File: src/rtl/instr_encoder_loader.sv
// Encodes LEGv8 instruction field bundles into 32-bit machine words and streams them
// into instruction memory at consecutive byte addresses through a stall-able write port.
module instr_encoder_loader #(
    parameter int unsigned DEPTH  = 1024,
    parameter int unsigned ADDR_W = 12
) (
    input  logic              clk,
    input  logic              reset,
    input  logic              start,
    input  logic              in_valid,
    output logic              in_ready,
    input  logic [3:0]        in_op,
    input  logic [4:0]        in_rd,
    input  logic [4:0]        in_rn,
    input  logic [4:0]        in_rm,
    input  logic [25:0]       in_imm,
    input  logic [5:0]        in_shamt,
    input  logic              in_last,
    output logic              mem_wr_en,
    output logic [ADDR_W-1:0] mem_addr,
    output logic [31:0]       mem_wr_data,
    input  logic              mem_ready,
    output logic              busy,
    output logic              done,
    output logic [ADDR_W-2:0] count,
    output logic              err_invalid,
    output logic              err_full
);

    localparam logic [1:0] StIdle = 2'd0;
    localparam logic [1:0] StLoad = 2'd1;
    localparam logic [1:0] StDone = 2'd2;

    localparam logic [ADDR_W-2:0] CntMax = (ADDR_W-1)'(DEPTH);
    localparam logic [ADDR_W-2:0] CntOne = (ADDR_W-1)'(1);
    localparam logic [ADDR_W-1:0] CapW   = ADDR_W'(DEPTH);
    localparam logic [ADDR_W-1:0] AddrStep = ADDR_W'(4);

    logic [1:0]        state_q, state_d;
    logic              enc_valid_q, enc_valid_d;
    logic [31:0]       enc_word_q, enc_word_d;
    logic [ADDR_W-1:0] addr_q, addr_d;
    logic [ADDR_W-2:0] count_q, count_d;
    logic              err_invalid_q, err_invalid_d;
    logic              err_full_q, err_full_d;
    logic              last_seen_q, last_seen_d;

    logic [31:0]       enc_word;
    logic              op_ok;
    logic [ADDR_W-1:0] fill;
    logic [ADDR_W-2:0] cnt_inc;
    logic              wr_hs;
    logic              in_hs;

    always_comb begin
        enc_word = '0;
        op_ok    = 1'b1;
        case (in_op)
            4'd0:    enc_word = {10'b1001000100, in_imm[11:0], in_rn, in_rd};
            4'd1:    enc_word = {11'b10101011000, in_rm, 6'b0, in_rn, in_rd};
            4'd2:    enc_word = {11'b10001010000, in_rm, 6'b0, in_rn, in_rd};
            4'd3:    enc_word = {6'b000101, in_imm};
            4'd4:    enc_word = {8'b01010100, in_imm[18:0], 5'b01011};
            4'd5:    enc_word = {8'b10110100, in_imm[18:0], in_rd};
            4'd6:    enc_word = {11'b11001010000, in_rm, 6'b0, in_rn, in_rd};
            4'd7:    enc_word = {11'b11111000010, in_imm[8:0], 2'b00, in_rn, in_rd};
            4'd8:    enc_word = {11'b11010011010, 5'b0, in_shamt, in_rn, in_rd};
            4'd9:    enc_word = {11'b11111000000, in_imm[8:0], 2'b00, in_rn, in_rd};
            4'd10:   enc_word = {11'b11101011000, in_rm, 6'b0, in_rn, in_rd};
            default: op_ok = 1'b0;
        endcase
    end

    // Words written plus the one in flight must stay below capacity to accept another.
    assign fill    = {1'b0, count_q} + {{(ADDR_W-1){1'b0}}, enc_valid_q};
    assign cnt_inc = count_q + CntOne;
    assign in_ready = (state_q == StLoad) && (!enc_valid_q || mem_ready) && (fill < CapW)
                      && !last_seen_q;
    assign wr_hs = enc_valid_q && mem_ready;
    assign in_hs = in_valid && in_ready;

    always_comb begin
        state_d       = state_q;
        enc_valid_d   = enc_valid_q;
        enc_word_d    = enc_word_q;
        addr_d        = addr_q;
        count_d       = count_q;
        err_invalid_d = err_invalid_q;
        err_full_d    = err_full_q;
        last_seen_d   = last_seen_q;
        if (start) begin
            state_d       = StLoad;
            enc_valid_d   = 1'b0;
            enc_word_d    = '0;
            addr_d        = '0;
            count_d       = '0;
            err_invalid_d = 1'b0;
            err_full_d    = 1'b0;
            last_seen_d   = 1'b0;
        end else if (state_q == StLoad) begin
            if (wr_hs) begin
                enc_valid_d = 1'b0;
                count_d     = cnt_inc;
                // Hold the address at the last slot instead of wrapping to zero.
                if (cnt_inc != CntMax) begin
                    addr_d = addr_q + AddrStep;
                end
                if (last_seen_q) begin
                    state_d = StDone;
                end else if (cnt_inc == CntMax) begin
                    err_full_d = 1'b1;
                    state_d    = StDone;
                end
            end
            if (in_hs) begin
                if (in_last) begin
                    last_seen_d = 1'b1;
                end
                if (op_ok) begin
                    enc_valid_d = 1'b1;
                    enc_word_d  = enc_word;
                end else begin
                    err_invalid_d = 1'b1;
                    if (in_last) begin
                        state_d = StDone;
                    end
                end
            end
        end
    end

    always_ff @(posedge clk) begin
        if (reset) begin
            state_q       <= StIdle;
            enc_valid_q   <= 1'b0;
            enc_word_q    <= '0;
            addr_q        <= '0;
            count_q       <= '0;
            err_invalid_q <= 1'b0;
            err_full_q    <= 1'b0;
            last_seen_q   <= 1'b0;
        end else begin
            state_q       <= state_d;
            enc_valid_q   <= enc_valid_d;
            enc_word_q    <= enc_word_d;
            addr_q        <= addr_d;
            count_q       <= count_d;
            err_invalid_q <= err_invalid_d;
            err_full_q    <= err_full_d;
            last_seen_q   <= last_seen_d;
        end
    end

    assign mem_wr_en   = enc_valid_q;
    assign mem_addr    = addr_q;
    assign mem_wr_data = enc_word_q;
    assign busy        = (state_q == StLoad);
    assign done        = (state_q == StDone);
    assign count       = count_q;
    assign err_invalid = err_invalid_q;
    assign err_full    = err_full_q;

endmodule

File: config.mk
export PLATFORM = sky130hd
export DESIGN_NAME = instr_encoder_loader
export DESIGN_NICKNAME = d
export VERILOG_FILES = /design/src/rtl/instr_encoder_loader.sv
export SDC_FILE = /design/constraint.sdc
export NUM_CORES = 1
export LEC_CHECK = 0
export CAP_MARGIN = 30
export CORE_UTILIZATION = 45
export DETAILED_ROUTE_END_ITERATION = 8
export PLACE_DENSITY = 0.81
export SLEW_MARGIN = 20
export SYNTH_ARGS = -nofsm -noshare
export SYNTH_HDL_FRONTEND = slang
export SYNTH_SLANG_ARGS = --single-unit
File: constraint.sdc
create_clock -name clk -period 3.4 [get_ports clk]
set_clock_uncertainty 0.1 [all_clocks]
set_input_delay 1.02 -clock clk [delete_from_list [all_inputs] [get_ports clk]]
set_output_delay 1.02 -clock clk [all_outputs]
set_load 0.005 [all_outputs]
== After elaboration in Yosys (flattened, before gate mapping) ==
Cells that the tools add are included.
W data, S select, Z words.

* Register bits: 61
* Output and inout port bits: 61

* $add $sub $neg: 3
* $lt $le $gt $ge: 1
* Equality and inequality tests: 14
* Muxes and demuxes: 13
* Bitwise gates (word level): 2
* Reductions and logical operators: 18

{| class="wikitable"
|+ Operators by type and width
! operator !! number
|-
| $pmux W32 S11 || 1
|-
| $eq A4 B3 Y1 const B || 4
|-
| $add A11 B1 Y12 || 1
|-
| $add A12 B3 Y12 const B || 1
|-
| $eq A4 B4 Y1 const B || 3
|-
| $lt A12 B11 Y1 const B || 1
|-
| $mux W2 || 6
|-
| $reduce_and A3 Y1 || 4
|-
| $add A11 B1 Y11 const B || 1
|-
| $eq A11 B11 Y1 const B || 1
|-
| $ne A11 B11 Y1 const B || 1
|-
| $reduce_or A11 Y1 || 1
|-
| $eq A4 B2 Y1 const B || 2
|-
| $mux W1 || 6
|-
| $logic_and A1 B1 Y1 || 5
|-
| $eq A4 B1 Y1 const B || 1
|-
| $logic_not A4 Y1 || 1
|-
| $reduce_and A4 Y1 || 1
|-
| $eq A2 B1 Y1 const B || 1
|-
| $eq A2 B2 Y1 const B || 1
|-
| $logic_not A1 Y1 || 2
|-
| $not A1 Y1 || 2
|-
| $reduce_and A2 Y1 || 1
|-
| $reduce_bool A2 Y1 || 1
|-
| 2 further kinds || 2
|}

== Longest topological paths before layout ==
Gate-level depths: netlist (run 1).

* Word-level depth: 10
* Mapped depth: 9
* Gate-level depth less buffers: 7

== Least setup slack after synthesis (run 1) ==
OpenSTA, ideal clock, no wires.

* Kind: input port to flip-flop
* From: input in_op[1]
* To: register enc_word_q[10], in the netlist mem_wr_data[10]
* Arrival: 2,539 ps
* Data required time: 3,209 ps
* Path slack: 670 ps
* Stages on the path: 7
* Buffers on the path: 3
* Cells stage by stage: clkbuf_1 nand2_1 nor3_1 clkbuf_1 clkbuf_1 a22oi_1 a311oi_1

* Longest elaborated chain between the ends: 4
* Elaborated cells between the ends (all ways): 15

{| class="wikitable"
|+ RTL lines
! what !! line !! RTL
|-
| start, declared || 12 || <nowiki>input logic [3:0] in_op,</nowiki>
|-
| $eq A4 B4 Y1, or another cell as far along || 58 || <nowiki>case (in_op)</nowiki>
|-
| $reduce_or A11 Y1 (no source line) || -- ||
|-
| $mux W1 || 58 ||
|-
| $reduce_and A3 Y1 (no source line) || -- ||
|-
| end signal, assigned || 145 || <nowiki>enc_word_q <= enc_word_d;</nowiki>
|-
| end, declared || 41 || <nowiki>logic [31:0] enc_word_q, enc_word_d;</nowiki>
|}

Several ways; a longest one is shown, not always the timed one.
A chain may end at the register's enable or synchronous reset.

== Worst setup path in the final report (run 1) ==
* From: input mem_ready
* To: output in_ready

* Longest elaborated chain between the ends: 4

{| class="wikitable"
|+ RTL lines
! what !! line !! RTL
|-
| start, declared || 22 || <nowiki>input logic mem_ready,</nowiki>
|-
| $logic_or A1 B1 Y1 || 77 || <nowiki>assign in_ready = (state_q == StLoad) && (!enc_valid_q || mem_ready) && (fill < CapW)</nowiki>
|-
| $logic_and A1 B1 Y1 (2 in series) || 77 ||
|-
| $logic_and A1 B1 Y1 || 78 || <nowiki>&& !last_seen_q;</nowiki>
|-
| end, declared || 11 || <nowiki>output logic in_ready,</nowiki>
|}

Every way passes these cells.

==> summary.md, run 1 <==
| Metric | Value |
|---|---|
| Root Buffer | `clkbuf_8` |
| Final hold viol count | `0` |
| Fin area | `4815 µm²` |
| Power Total | `0.001762 W` |
| Placed instance area | `4574 µm²` |
| Hpwl dp | `6997 µm` |
| Drt wl/cell | `15.88 µm` |
| Die W | `87.08 µm` |
| Cell variety after synth | `65` |
| IO Port Bufs | `115` |
| Most common cell after layout, fill and taps aside | `clkdlybuf4s50_1` |
| Multi-input gate area | `1901 µm²` |
| Power density cells | `365.9 nW/µm²` |
| Total number of vias | `3615` |
| Comb pwr share | `0.148` |
| GP Congestion | `0.9088` |
| Post-Layout Cell Count | `619` |
| Core area | `6907 µm²` |
| Avg Synthesized Cell Area | `8.062 µm²` |
| Syn-to-layout area delta | `47.83%` |
| Static Leak | `1.677 nW` |
| Clock power frac | `0.448` |
| Syn Std Cell Area | `3257 µm²` |
| Initial antenna violation count | `0` |
| Fill cells | `569` |
| Sequential power share | `0.404` |
| Sw Pwr | `0.0004147 W` |
| GRT overflow | `0` |
| Routed Antenna Nets | `0` |
| R2r endpoint | `state_q[0]$_SDFFE_PP0P_` |
| Vias in the first global route | `3256` |
| Share of synthesized registers carrying an async set or reset | `0` |
| DRC | `0` |
| Critical path class | `in -> out` |
| Cell count after placement | `603` |
| Flops & latches, synth | `59` |
| Total die area | `7582 µm²` |
| Antenna diodes | `0` |
| Mapped Cells | `404` |
| Hold Path Origin | `mem_wr_data[28]$_SDFFE_PP0P_` |
| R2r setup slk | `0.65 ns` |
| Row Count | `30` |
| Initial Util | `0.4716` |
| Slew Limit Fails | `0` |
| Fmax | `312.1 MHz` |
| R2R cell count | `7` |
| YS warnings | `0` |
| Clk_lat worst skew | `0.33 ns` |
| Iter 0 DRT Violations | `239` |
| Setup Viol. Count Final | `0` |
| Period utilization | `0.9423` |
| Post-synth EDFFs | `0` |
| Hold_ws | `0.3608 ns` |
| Layout cell share with drive strength beyond 1 | `0.1033` |
| Slew HR | `0.6619` |
| Clk slew on worst S/H paths | `0.07 ns` |
| Pre-antenna DRT Iters | `8` |
| H-tree lvl count | `3` |
| Worst hold path type | `reg -> reg` |
| Total GRT Usage | `0.2628` |
| CP Capture Type | `output pin` |
| Crit path required time | `2.28 ns` |
| RSZ-0062 raised after global routing | `no` |
| Worst EP arrival | `2.08 ns` |
| Most frequent cells in the layout | `clkdlybuf4s50_1 (114), nor2_1 (59), dfxtp_1 (59)` |
| Global-route wire length before repair | `15530 µm` |
| Worst reg2reg startpoint | `count[0]$_SDFFE_PP0P_` |
| Vias/cell | `5.840` |
| Sw frac | `0.2354` |
| CTS tree | `done` |
| Final wirelength | `9827 µm` |
| Least-Margin Pin Slew | `0.5071 ns` |
| Largest net degree at the start of global routing | `49` |
| Total CTS buffers | `9` |
| Status | `finished, final reports clean` |
| Longest Clk Path Bufs | `2` |
| IO Pins | `118` |
| Clk sinks | `59` |
| Worst IR Drop VDD | `0.0002276 V` |
| Final #Nets | `578` |
| CP Launch Type | `primary input` |
| CP max FO | `4` |
| Hold worst-path end | `mem_wr_data[28]$_SDFFE_PP0P_` |
| Maxcap violations | `0` |
| Hold path depth | `2` |
| Post-layout util | `0.6971` |
| Most used DFF post-synth | `dfxtp_1` |
| Die Ht | `87.08 µm` |
| Post-CTS Setup Inserts | `0` |
| Int Pwr | `0.001347 W` |
| Period minus WS final | `3.204 ns` |
| Storage element area | `1181 µm²` |
| Register area share after synthesis | `0.3627` |
-- metal layers --
layer | global-route usage | vias to the layer above | share of wire
li1 | - | 1725 | -
met1 | 0.3199 | 1696 | 0.42
met2 | 0.4445 | 160 | 0.49
met3 | 0.05308 | 34 | 0.064
met4 | 0.1227 | 0 | 0.033
met5 | 0 | - | 0
-- cells in the mapped netlist, drive strengths merged (2+ instances only) --
master / n / share of area
a221oi: 5 / 0.019
nor4: 4 / 0.0077
a21oi: 27 / 0.043
a211oi: 11 / 0.025
xnor2: 8 / 0.022
a311oi: 9 / 0.026
nor3: 21 / 0.032
dfxtp: 59 / 0.36
inv: 11 / 0.013
a31oi: 4 / 0.0077
nand3: 7 / 0.015
nand2b: 5 / 0.0096
a222oi: 10 / 0.031
and3: 4 / 0.0081
o31ai: 3 / 0.012
clkbuf: 21 / 0.024
nand3b: 2 / 0.0046
o21bai: 2 / 0.0046
nor2b: 2 / 0.0038
ha: 3 / 0.012
buf: 10 / 0.021
a22oi: 16 / 0.037
o21ai: 9 / 0.014
o221ai: 4 / 0.011
nand2: 37 / 0.043
or4: 2 / 0.0061
o211ai: 2 / 0.0046
a21boi: 5 / 0.012
xor2: 4 / 0.011
and2: 2 / 0.0038
a21o: 2 / 0.0046
nand4: 9 / 0.019
a31o: 3 / 0.0081
or3: 5 / 0.010
or2: 2 / 0.0038
nor2: 59 / 0.068
-- worst max path at each step --
stage | end | from | depth (start not counted)
after floorplan | mem_wr_data[10]$_SDFFE_PP0P_ | in_op[1] | 7
after global placement | in_ready | mem_ready | 5
after detailed placement | in_ready | mem_ready | 5
after CTS | in_ready | mem_ready | 5
after global routing | in_ready | count[6]$_SDFFE_PP0P_ | 5
final | in_ready | mem_ready | 5
-- sequential cells by signal, indices dropped and copies added (netlist names) --
| signal | flops |
|---|---|
| mem_wr_en | 1 |
| last_seen_q | 1 |
| err_invalid | 1 |
| mem_wr_data | 32 |
| err_full | 1 |
| count | 11 |
| mem_addr | 10 |
| state_q | 2 |
-- what timing repair did --
action	in CTS	in global routing
endpoints found under the setup margin	1	0
resized for setup	1	0
hold buffers	0	0
-- through the flow --
stage | TNS, ns | worst slack (ns)
finish | 0 | 0.1963
global route | 0 | 0.1361
CTS | 0 | 0.1916
detailed placement | -0.07213 | -0.07213
global placement | -0.05485 | -0.05485
floorplan | 0 | 0.6704
-- power by group through the flow --
| stage | Sequential (W) | Clock [W] | Combinational [W] |
|---|---|---|---|
| final | 0.000712 | 0.000789 | 0.000260 |
| after global routing | 0.000713 | 0.000826 | 0.000281 |
| after CTS | 0.000712 | 0.000797 | 0.000259 |
| after detailed placement | 0.000727 | 0 | 0.000257 |
| after global placement | 0.000727 | 0 | 0.000253 |
| after floorplan | 0.000727 | 0 | 0.000112 |
-- kinds of logic after synthesis --
group | share of synthesized area
buffers and inverters | 0.06032
xor gates and xnor gates | 0.03227
DFF | 0.3627
AOI/OAI and AO/OA | 0.2828
adders and majority gates | 0.01153
and+or+nand+nor | 0.2459
other | 0.001151
muxes | 0.003457
-- worst max-delay path, cell delays in order --
cell and delay (ns):
dlygate4sd2_1 0.24, nand2b_1 0.12, nand3_1 0.09, nor2_1 0.11
clkdlybuf4s50_1 0.50
-- area by class of cell --
cell class | instances | area share
clock buffers | 11 | 0.02937
clock inverters | 5 | 0.02079
inverters | 11 | 0.008576
multi-input cells | 303 | 0.3947
flip-flops and latches | 59 | 0.2453
well taps | 96 | 0.02495
repair buffers | 134 | 0.2762
Note: power is estimated with default switching activity, not from simulation.
==> inputs of run 2 (changes only) <==
- CORE_UTILIZATION: 45 -> 40
- PLACE_DENSITY: 0.81 -> 0.73
==> summary.md, run 2 (same netlist as run 1, synthesis figures left out) <==
| Metric | Value |
|---|---|
| Status | `finished, final reports clean` |
| Max FFs per register | `32` |
| Period utilization | `0.9396` |
| Largest net degree at the start of global routing | `59` |
| Setup Viol. Count Final | `0` |
| Total GRT Usage | `0.2328` |
| Layout cell share with drive strength beyond 1 | `0.09981` |
| IO Port Bufs | `115` |
| Power Total | `0.001609 W` |
| Most frequent cells in the layout | `clkdlybuf4s50_1 (114), nor2_1 (59), dfxtp_1 (59)` |
| Pre-CTS setup slack | `-0.01155 ns` |
| Final #Nets | `576` |
| Core area | `7807 µm²` |
| Clk_lat worst skew | `0.33 ns` |
| Die Ht | `92.24 µm` |
| Clk sinks | `59` |
| Period minus WS final | `3.195 ns` |
| Row Count | `32` |
| Vias in the first global route | `3317` |
| Root Buffer | `clkbuf_8` |
| IO Pins | `118` |
| CP max FO | `8` |
| Worst EP arrival | `2.07 ns` |
| Least-Margin Pin Slew | `0.7154 ns` |
| Power density cells | `338.2 nW/µm²` |
| Initial Util | `0.4171` |
| Worst IR Drop VDD | `0.0001502 V` |
| Static Leak | `1.643 nW` |
| Iter 0 DRT Violations | `195` |
| Setup ws final | `0.2053 ns` |
| Final wirelength | `9639 µm` |
| Antenna diodes | `0` |
| Crit path required time | `2.28 ns` |
| Final hold viol count | `0` |
| Total CTS buffers | `9` |
| GP Congestion | `0.8456` |
| Die W | `92.24 µm` |
| Pre-antenna DRT Iters | `5` |
| Syn-to-layout area delta | `46.14%` |
| Most common cell after layout, fill and taps aside | `clkdlybuf4s50_1` |
| Slew Limit Fails | `0` |
| Total negative setup slack | `0 ns` |
| DRC | `0` |
| Drt wl/cell | `15.47 µm` |
| Longest Clk Path Bufs | `2` |
| Slew HR | `0.5187` |
| RSZ-0062 raised after global routing | `no` |
| Worst hold path type | `reg -> reg` |
| Vias/cell | `5.730` |
| Routed Antenna Nets | `0` |
| Total die area | `8507 µm²` |
| CP Launch Type | `flip-flop` |
| Fmax | `313.0 MHz` |
| CP peak stage delay | `0.68 ns` |
| CP cell instances | `nand2_1 -> nor4_1 -> nor2_1 -> dlygate4sd2_1` |
| Clk slew on worst S/H paths | `0.07 ns` |
| CTS tree | `done` |
| Hpwl dp | `6980 µm` |
| Maxcap violations | `0` |
| CP Capture Type | `output pin` |
| GRT overflow | `0` |
| Global-route wire length before repair | `15870 µm` |
| Hold buffer count at CTS | `0` |
| Slowest cell on the critical path | `nor4_1` |
| Critical path class | `reg -> out` |
| Post-layout util | `0.6096` |
| Initial antenna violation count | `0` |
| H-tree lvl count | `3` |
| Total number of vias | `3570` |
==> run 2: changes by cell type in the layout (fill, tap and decap cells not counted), sizes merged <==
| cell | delta |
|---|---|
| buf | -2 |
| bufinv | -2 |
| clkinvlp | +1 |
| clkinv | +1 |
==> run 2: final timing paths <==
check             cells past startpoint  slack [ns]                      endpoint                    startpoint
setup / recovery                      4        0.21                      in_ready         count[0]$_SDFFE_PP0P_
hold / removal                        2        0.35  mem_wr_data[24]$_SDFFE_PP0P_  mem_wr_data[24]$_SDFFE_PP0P_
setup reg to reg                      7        0.66       state_q[0]$_SDFFE_PP0P_         count[0]$_SDFFE_PP0P_
hold reg to reg                       2        0.35  mem_wr_data[24]$_SDFFE_PP0P_  mem_wr_data[24]$_SDFFE_PP0P_
==> run 2: power breakdown <==
group	switching (W)	internal [W]
logic	0.000122	0.000137
registers	0.00000783	0.000704
clock network	0.000284	0.000355
==> run 2: final cells by class <==
class	instances	area [µm²]
Fill cell	712	3048
Clock inverter	5	52.55
Timing Repair Buffer	132	1315
Multi-Input combinational cell	303	1901
Tap cell	102	127.6
Sequential cell	59	1181
Inverter	11	41.29
Clock buffer	11	141.4
==> run 2: stage by stage <==
| stage | hold slack, ns | cell area, µm² | std cells |
|---|---|---|---|
| 2_1_floorplan | 0.3483 | 3261 | 405 |
| 3_3_place_gp | 0.3423 | 4567 | 607 |
| 3_5_place_dp | 0.3495 | 4567 | 607 |
| 4_1_cts | 0.3588 | 4760 | 623 |
| 5_1_grt | 0.3846 | 4760 | 623 |
| 6_report | 0.3521 | 4760 | 623 |
==> run 2: layer usage <==
layer | part of all wire | routed length, µm | GRT usage
met5 | 0 | 0 | 0
met3 | 0.077 | 743 | 0.03980
met2 | 0.46 | 4394 | 0.3644
met4 | 0.026 | 246 | 0.09766
met1 | 0.44 | 4255 | 0.3146
==> run 2: critical path, delay by kind of cell (launching register included) <==
family | cells | cell delay, ns
flops | 1 | 0.51
simple gates | 3 | 0.95
buf+inv | 1 | 0.28
==> run 2: repair_timing <==
item,in CTS,in global routing
setup buffers,0,0
setup endpoints to repair,1,0
resized for setup,1,0
==> inputs of run 3 (changes only) <==
- CORE_MARGIN: default -> 4
- CTS_BUF_LIST: default -> sky130_fd_sc_hd__clkbuf_4
==> summary.md, run 3 (same netlist as run 1, synthesis figures left out) <==
| Metric | Value |
|---|---|
| Hold worst-path end | `mem_wr_data[31]$_SDFFE_PP0P_` |
| Largest net degree at the start of global routing | `48` |
| Power density cells | `311.2 nW/µm²` |
| Hold Path Origin | `mem_wr_data[31]$_SDFFE_PP0P_` |
| Root Buffer | `clkbuf_4` |
| Iter 0 DRT Violations | `221` |
| Period minus WS final | `3.159 ns` |
| Post-Layout Cell Count | `628` |
| R2r endpoint | `state_q[0]$_SDFFE_PP0P_` |
| Final #Nets | `581` |
| Total negative setup slack | `0 ns` |
| CTS tree | `done` |
| Drt wl/cell | `15.91 µm` |
| H-tree lvl count | `3` |
| Slew Limit Fails | `0` |
| Pre-CTS setup slack | `-0.03731 ns` |
| Setup Viol. Count Final | `0` |
| Met3 usage | `0.04571` |
| Fin area | `4710 µm²` |
| GP Congestion | `0.8777` |
| Cell count after placement | `612` |
| Initial antenna violation count | `0` |
| Power Total | `0.001466 W` |
| Crit path required time | `2.28 ns` |
| Most Crowded Layer GR | `met2` |
| IO Pins | `118` |
| Fmax | `316.6 MHz` |
| Max FFs per register | `32` |
| Routed Antenna Nets | `0` |
| Total GRT Usage | `0.2064` |
| Total die area | `9650 µm²` |
| R2R cell count | `7` |
| Die Ht | `98.24 µm` |
| Vias in the first global route | `3424` |
| Global-route wire length before repair | `16670 µm` |
| Syn-to-layout area delta | `44.60%` |
| Most frequent cells in the layout | `clkdlybuf4s50_1 (114), nor2_1 (59), dfxtp_1 (59)` |
| RSZ-0062 raised after global routing | `no` |
| Row Count | `32` |
| Total CTS buffers | `9` |
| Critical path class | `in -> out` |
| Die W | `98.24 µm` |
| Setup ws final | `0.2414 ns` |
| CP Launch Type | `primary input` |
| R2r setup slk | `0.63 ns` |
| GRT overflow | `0` |
| Layout cell share with drive strength beyond 1 | `0.1046` |
| Initial Util | `0.4171` |
| Clk sinks | `59` |
| Clk_lat worst skew | `0.40 ns` |
| Post-CTS Setup Inserts | `0` |
| Worst IR Drop VDD | `0.0001966 V` |
| Antenna diodes | `0` |
| Met1 Use GR | `0.2749` |
| Worst reg2reg startpoint | `count[0]$_SDFFE_PP0P_` |
| Period utilization | `0.9290` |
| Least-Margin Pin Slew | `0.5084 ns` |
| CP max FO | `2` |
| Hold path depth | `2` |
| Final hold viol count | `0` |
| DRC | `0` |
| Placed instance area | `4579 µm²` |
| Clk slew on worst S/H paths | `0.09 ns` |
| Most common cell after layout, fill and taps aside | `clkdlybuf4s50_1` |
| Worst EP arrival | `2.04 ns` |
| Vias/cell | `5.530` |
| IO Port Bufs | `115` |
| Worst hold path type | `reg -> reg` |
| CP Capture Type | `output pin` |
| Slew HR | `0.6604` |
| Maxcap violations | `0` |
| Final wirelength | `9989 µm` |
| Longest Clk Path Bufs | `2` |
| Pre-antenna DRT Iters | `5` |
| Core area | `7807 µm²` |
| GR Util met2 | `0.3335` |
| Total number of vias | `3473` |
| Static Leak | `1.625 nW` |
| Status | `finished, final reports clean` |
| Hpwl dp | `7491 µm` |
## run 3: cell types whose count changed in the layout (fill, tap and decap cells not counted), sizes merged
cell / before / now
clkbuf: 11 / 10
buf: 17 / 22
clkinvlp: 1 / 2
## run 3: routing by layer
metal,vias to the layer above,share of wire
met2,175,0.46
met4,0,0.017
li1,1728,-
met5,-,0
met1,1554,0.43
met3,16,0.090
## run 3: worst max-delay path by stage
stage | startpoint | to
CTS | mem_ready | in_ready
detailed placement | mem_ready | in_ready
global placement | mem_ready | in_ready
floorplan | in_op[1] | mem_wr_data[10]$_SDFFE_PP0P_
global route | mem_ready | in_ready
finish | mem_ready | in_ready
## run 3: critical path: stages
cell and delay, ns:
clkdlybuf4s50_1 0.48, nand2b_1 0.10, nand3_1 0.09, nor2_1 0.11, dlygate4sd2_1 0.24
## run 3: what timing repair did
item | 4_1_cts | 5_1_grt
setup endpoints to repair | 1 | 0
gates resized for setup | 1 | 0
hold buffers | 0 | 0
## run 3: metrics by stage
step / utilization / hold slack [ns]
after floorplan: - / 0.3483
final: 0.6032 / 0.3580
after CTS: 0.6032 / 0.3628
after global placement: 0.5865 / 0.3407
after detailed placement: 0.5865 / 0.3476
after global routing: 0.6032 / 0.3859
## run 3: final cells by class
cell class	count	area, µm²
clock buffers	10	75.07
flip-flops and latches	59	1181
inverters	11	41.29
well taps	102	127.6
clock inverters	6	56.30
fillers	723	3098
multi-input cells	303	1901
repair buffers	137	1328
## run 3: where the power goes
group,switching (W),internal [W]
sequential,0.00000782,0.000704
combinational,0.000122,0.000137
clock,0.000270,0.000225
total,0.000400,0.00107
